[src/rtl/picorisc_pkg.sv]
// Shared picoRISC control-unit definitions: address constants, branch types,
// error codes and sequencer FSM states.
package picorisc_pkg;

  localparam int AW = 8;
  localparam logic [AW-1:0] FETCH_ADDR = 8'd0;
  localparam logic [AW-1:0] TRAP_ADDR  = 8'd255;

  typedef enum logic [2:0] {
    BR_SEQ  = 3'd0,
    BR_JMP  = 3'd1,
    BR_JC   = 3'd2,
    BR_JNC  = 3'd3,
    BR_DOP  = 3'd4,
    BR_DADR = 3'd5,
    BR_CALL = 3'd6,
    BR_RET  = 3'd7
  } br_type_e;

  localparam logic [1:0] ERR_NONE    = 2'd0;
  localparam logic [1:0] ERR_BADMODE = 2'd1;
  localparam logic [1:0] ERR_OVF     = 2'd2;
  localparam logic [1:0] ERR_UNF     = 2'd3;

  typedef enum logic [1:0] {
    ST_RESET = 2'd0,
    ST_RUN   = 2'd1,
    ST_HOLD  = 2'd2
  } seq_state_e;

endpackage

[src/rtl/upc_stack.sv]
// Micro-return LIFO for the sequencer. Push/pop requests are ignored when
// the stack is full/empty; the caller turns those cases into errors.
module upc_stack #(
  parameter int AW    = 8,
  parameter int DEPTH = 4,
  parameter int SPW   = $clog2(DEPTH + 1)
) (
  input  logic           clk,
  input  logic           rst_n,
  input  logic           push,
  input  logic           pop,
  input  logic [AW-1:0]  push_data,
  output logic [AW-1:0]  top,
  output logic           full,
  output logic           empty,
  output logic [SPW-1:0] sp
);
  import picorisc_pkg::*;

  localparam int IW = (DEPTH > 1) ? $clog2(DEPTH) : 1;

  logic [AW-1:0]  mem [DEPTH];
  logic [SPW-1:0] cnt;
  logic [SPW-1:0] cnt_m1;

  always_ff @(posedge clk) begin
    if (!rst_n) begin
      cnt <= '0;
      for (int i = 0; i < DEPTH; i++) mem[i] <= '0;
    end else if (push && !full) begin
      mem[cnt[IW-1:0]] <= push_data;
      cnt <= cnt + 1'b1;
    end else if (pop && !empty) begin
      cnt <= cnt - 1'b1;
    end
  end

  // top is only meaningful when not empty; the wrapped index when empty is harmless
  always_comb begin
    cnt_m1 = cnt - 1'b1;
    top    = mem[cnt_m1[IW-1:0]];
    full   = (cnt == SPW'(DEPTH));
    empty  = (cnt == '0);
    sp     = cnt;
  end

endmodule

[src/rtl/micro_sequencer.sv]
// picoRISC microprogram sequencer: selects the next control-store address
// from increment, branch, dispatch or return stack, with sticky error trapping.
module micro_sequencer #(
  parameter int              AW         = picorisc_pkg::AW,
  parameter int              NCOND      = 8,
  parameter int              DEPTH      = 4,
  parameter logic [AW-1:0]   FETCH_ADDR = picorisc_pkg::FETCH_ADDR,
  parameter logic [AW-1:0]   TRAP_ADDR  = picorisc_pkg::TRAP_ADDR
) (
  input  logic             clk,
  input  logic             rst_n,
  input  logic             stall,
  input  logic [2:0]       br_type,
  input  logic [2:0]       cond_sel,
  input  logic [AW-1:0]    br_target,
  input  logic [NCOND-1:0] cond_vec,
  input  logic [AW-1:0]    kmop_addr,
  input  logic [AW-1:0]    kmadr_addr,
  input  logic             clr_err,
  output logic [AW-1:0]    upc,
  output logic             err,
  output logic [1:0]       err_code,
  output logic [2:0]       sp
);
  import picorisc_pkg::*;

  seq_state_e    state, state_next;
  logic          advance;
  logic [AW-1:0] upc_inc, upc_next, stk_top;
  logic          push, pop, stk_full, stk_empty;
  logic          new_err;
  logic [1:0]    new_code;
  logic          cond_bit;
  br_type_e      br;

  always_ff @(posedge clk) begin
    if (!rst_n) state <= ST_RESET;
    else        state <= state_next;
  end

  always_comb begin
    state_next = state;
    advance    = 1'b0;
    case (state)
      ST_RESET: begin
        state_next = ST_RUN;
        advance    = !stall;
      end
      ST_RUN: begin
        if (stall) state_next = ST_HOLD;
        advance = !stall;
      end
      ST_HOLD: begin
        if (!stall) state_next = ST_RUN;
        advance = !stall;
      end
      default: state_next = ST_RESET;
    endcase
  end

  // Next-address mux; error cases override the target with the trap vector
  always_comb begin
    br       = br_type_e'(br_type);
    upc_inc  = upc + 1'b1;
    cond_bit = cond_vec[cond_sel];
    upc_next = upc_inc;
    push     = 1'b0;
    pop      = 1'b0;
    new_err  = 1'b0;
    new_code = ERR_NONE;
    case (br)
      BR_SEQ:  upc_next = upc_inc;
      BR_JMP:  upc_next = br_target;
      BR_JC:   upc_next = cond_bit ? br_target : upc_inc;
      BR_JNC:  upc_next = cond_bit ? upc_inc : br_target;
      BR_DOP:  upc_next = kmop_addr;
      BR_DADR: begin
        if (kmadr_addr == '0) begin
          new_err  = 1'b1;
          new_code = ERR_BADMODE;
        end else begin
          upc_next = kmadr_addr;
        end
      end
      BR_CALL: begin
        if (stk_full) begin
          new_err  = 1'b1;
          new_code = ERR_OVF;
        end else begin
          push     = advance;
          upc_next = br_target;
        end
      end
      BR_RET: begin
        if (stk_empty) begin
          new_err  = 1'b1;
          new_code = ERR_UNF;
        end else begin
          pop      = advance;
          upc_next = stk_top;
        end
      end
      default: upc_next = upc_inc;
    endcase
    if (new_err) upc_next = TRAP_ADDR;
  end

  upc_stack #(
    .AW    (AW),
    .DEPTH (DEPTH),
    .SPW   (3)
  ) u_stack (
    .clk       (clk),
    .rst_n     (rst_n),
    .push      (push),
    .pop       (pop),
    .push_data (upc_inc),
    .top       (stk_top),
    .full      (stk_full),
    .empty     (stk_empty),
    .sp        (sp)
  );

  // A fresh error takes priority over a coincident clear
  always_ff @(posedge clk) begin
    if (!rst_n) begin
      upc      <= FETCH_ADDR;
      err      <= 1'b0;
      err_code <= ERR_NONE;
    end else if (advance) begin
      upc <= upc_next;
      if (new_err) begin
        err      <= 1'b1;
        err_code <= new_code;
      end else if (clr_err) begin
        err      <= 1'b0;
        err_code <= ERR_NONE;
      end
    end
  end

endmodule

[config.mk]
export PLATFORM = sky130hd
export DESIGN_NAME = micro_sequencer
export DESIGN_NICKNAME = d
export VERILOG_FILES = /design/src/rtl/picorisc_pkg.sv /design/src/rtl/upc_stack.sv /design/src/rtl/micro_sequencer.sv
export SDC_FILE = /design/constraint.sdc
export NUM_CORES = 1
export LEC_CHECK = 0
export ABC_AREA = 1
export BUFFER_PORTS_ARGS = -buffer_cell sky130_fd_sc_hd__buf_2
export CORE_ASPECT_RATIO = 1.75
export CORE_UTILIZATION = 30
export DETAILED_ROUTE_END_ITERATION = 6
export REMOVE_ABC_BUFFERS = 1
export SLEW_MARGIN = 10
export SYNTH_ARGS = -nofsm -noshare
export SYNTH_HDL_FRONTEND = slang
export SYNTH_SLANG_ARGS = --single-unit
[constraint.sdc]
create_clock -name clk -period 3.54 [get_ports clk]
set_input_delay 0.885 -clock clk [delete_from_list [all_inputs] [get_ports clk]]
set_output_delay 0.885 -clock clk [all_outputs]
set_load 0.02 [all_outputs]
==> out/qor.txt <==
grt ovf -> 0
clk root buf -> clkbuf_16
Post-CTS Setup Bufs -> 0
area growth from synthesis to layout -> 17.6%
Worst Tran Pin Value -> 1.05 ns
die height -> 137 um
Worst Path Max Fanout -> 12
crit path cell chain -> inv_1 > ha_1 > nand2_1 > nand4_1 > inv_1 > nand2_2 > nor2_1 > inv_2 > nor2_4 > nand2_2 > nand2_1
Hold Buf Count CTS -> 0
Placeable Area -> 0.0102 mm2
Worst Setup End Kind -> flop
Tmin final -> 2.63 ns
FF+latch count, synth -> 48
commonest non-fill, non-tap cell in the layout -> nand2_1
Unique masters post-synth -> 33
Num Clock Sinks -> 48
clock buffer depth -> 2
CP max stage delay -> 0.48 ns
1st-pass router iterations -> 4
vias per inst -> 4.93
routed wl met3 -> 378 um
worst setup path class -> reg -> reg
antenna-violating nets left -> 0
clk slew on worst S/H paths -> 0.07 ns
most frequent cells in the layout -> nand2_1, nor2_1, buf_2, inv_1, nand3_1
die width -> 79.2 um
post-synthesis sequential area ratio -> 40.9%
vias in the first global route -> 3135
fill count -> 1120
Inserted Diodes -> 0
share of cells above drive strength 1 -> 19.6%
total die area -> 0.0109 mm2
top routing layer in use -> met4
Sequential Area -> 0.00128 mm2
largest net degree at the start of global routing -> 22
PwrDens -> 388 mW/mm2
Tot Pwr -> 1.43 mW
slowest CP cell -> dfxtp_1
TritonCTS clock tree -> yes
first-pass GRT wire length -> 15.5 mm
initial antenna violation count -> 0
leak pwr -> 1.70 nW
Residual DRC -> 0
vias post-DR -> 3070
Peak supply drop -> 0.172 mV
area leader, netlist -> edfxtp_1
Setup-failing EPs final -> 0
Synth Cell Area -> 0.00313 mm2
worst path bufs/invs -> 3
drt wl/cell -> 16.0 um
post-synth top area share -> 30.7%
WL met1 -> 3.38 mm
drt initial violations -> 182
CTS buffer count -> 5
Final period util -> 74.3%
Yosys Warn Count -> 0
Clock Skews -> 0.00717 ns
Synth Instances -> 438
Syn Area/Cell -> 7.15 um2
final setup TNS -> 0 ns
Critical Path RT -> 3.50 ns
Final Max Tran Viols -> 0
row cnt -> 49
effective utilization at floorplan -> 30.6%
CP top delay family -> simple AND/OR/NAND/NOR gates
fmax -> 0.380 GHz
DR WL met2 -> 5.50 mm
RSZ-0062 raised after global routing -> false
top cells by area, synth -> edfxtp_1, nand2_1, dfxtp_1, nor2_1, nand3_1
Worst Hold Class -> reg -> reg
Final Wtd Congestion -> 0.951
area of the multi-input gates -> 0.00155 mm2
WP data arrival -> 2.59 ns
total wire length -> 9.98 mm
Rel. slew slack -> 29.6%
hpwl dp -> 8.05 mm
H-Tree Depth -> 2
post-CTS sizing -> 0
Nets -> 541
GRT Total Usage -> 19.5%
MaxCap Viol Count -> 0
num ports -> 56
total count of hold-check failures in the final report -> 0
status -> completed
PortBufs -> 55
clk_lat worst skew -> 0.29 ns
Critical Path Start Type -> flop
-- flip-flops by register name, indices dropped and copies added, names as in the netlist --
signal,count
err,1
u_stack.sp,3
err_code,2
upc,8
state,2
u_stack.mem,32
-- path summary, 6_finish.rpt --
path | start | end | slack, ns | cells past startpoint
worst max-delay path | u_stack.sp[1] | u_stack.mem[1][4] | 0.91 | 11
worst min-delay path | err | err | 0.47 | 2
worst max register to register | u_stack.sp[1] | u_stack.mem[1][4] | 0.91 | 11
worst min register to register | err | err | 0.47 | 2
-- logic make-up after synthesis --
group                    share of synthesized area (%)
AO/OA/AOI/OAI                                     12.4
flip-flops                                        40.9
buffers and inverters                             9.63
AND/OR/NAND/NOR                                   34.0
adder cells (fa/ha/maj)                           1.60
XOR/XNOR                                          1.40
-- worst reg2reg max path, stage by stage, from the launching register on --
cell	delay, ns
dfxtp_1	0.48
inv_1	0.13
ha_1	0.25
nand2_1	0.15
nand4_1	0.12
inv_1	0.17
nand2_2	0.14
nor2_1	0.17
inv_2	0.13
nor2_4	0.13
nand2_2	0.12
nand2_1	0.31
-- final cells by class --
| class | count | share of cell area [%] |
|---|---|---|
| repair buffers | 62 | 8.90 |
| clock buffers | 6 | 3.77 |
| multi-input cells | 321 | 42.0 |
| well taps | 127 | 4.32 |
| inverters | 57 | 5.81 |
| clock inverters | 2 | 0.374 |
| flip-flops and latches | 48 | 34.8 |
-- through the flow --
step	cells	utilization (%)	worst slack (ns)	hold slack, ns	cell area (um2)
after floorplan	426	-	0.512	0.461	3040
after global routing	623	36.0	0.661	0.492	3680
final	623	36.0	0.910	0.466	3680
after global placement	615	34.5	0.889	0.456	3530
after detailed placement	615	34.5	0.806	0.458	3530
after CTS	623	36.0	0.917	0.468	3680
-- synth_stat cells --
master,instances
nand2_1,106
a21oi_2,1
a21oi_1,13
o21ai_2,1
o21bai_1,1
nor3_1,4
inv_1,48
o31ai_1,1
nand3_2,3
o21ai_0,34
nor3_2,2
o21ai_4,1
clkinv_1,1
clkbuf_1,3
nand3b_1,1
inv_2,8
nand2_2,4
buf_2,4
edfxtp_1,32
nor2_4,2
nand4_1,3
buf_6,5
o22ai_1,1
o211ai_1,11
nor2_2,2
nand2_4,2
nor2_1,82
a21oi_4,1
nand3_1,36
xor2_1,3
ha_1,4
dfxtp_1,16
xnor2_1,2
-- routing by layer --
layer | global-route usage (%) | vias up
met3 | 1.67 | 45
met4 | 16.5 | 0
met1 | 18.1 | 1381
met2 | 37.5 | 115
met5 | 0 | -
li1 | - | 1529
-- power by group --
group          total (mW)  internal, mW  switching (mW)
logic               0.294        0.0906           0.203
registers           0.643         0.624          0.0191
clock network       0.493         0.283           0.211
total                1.43         0.997           0.433
Note: power is estimated with default switching activity, not from simulation.
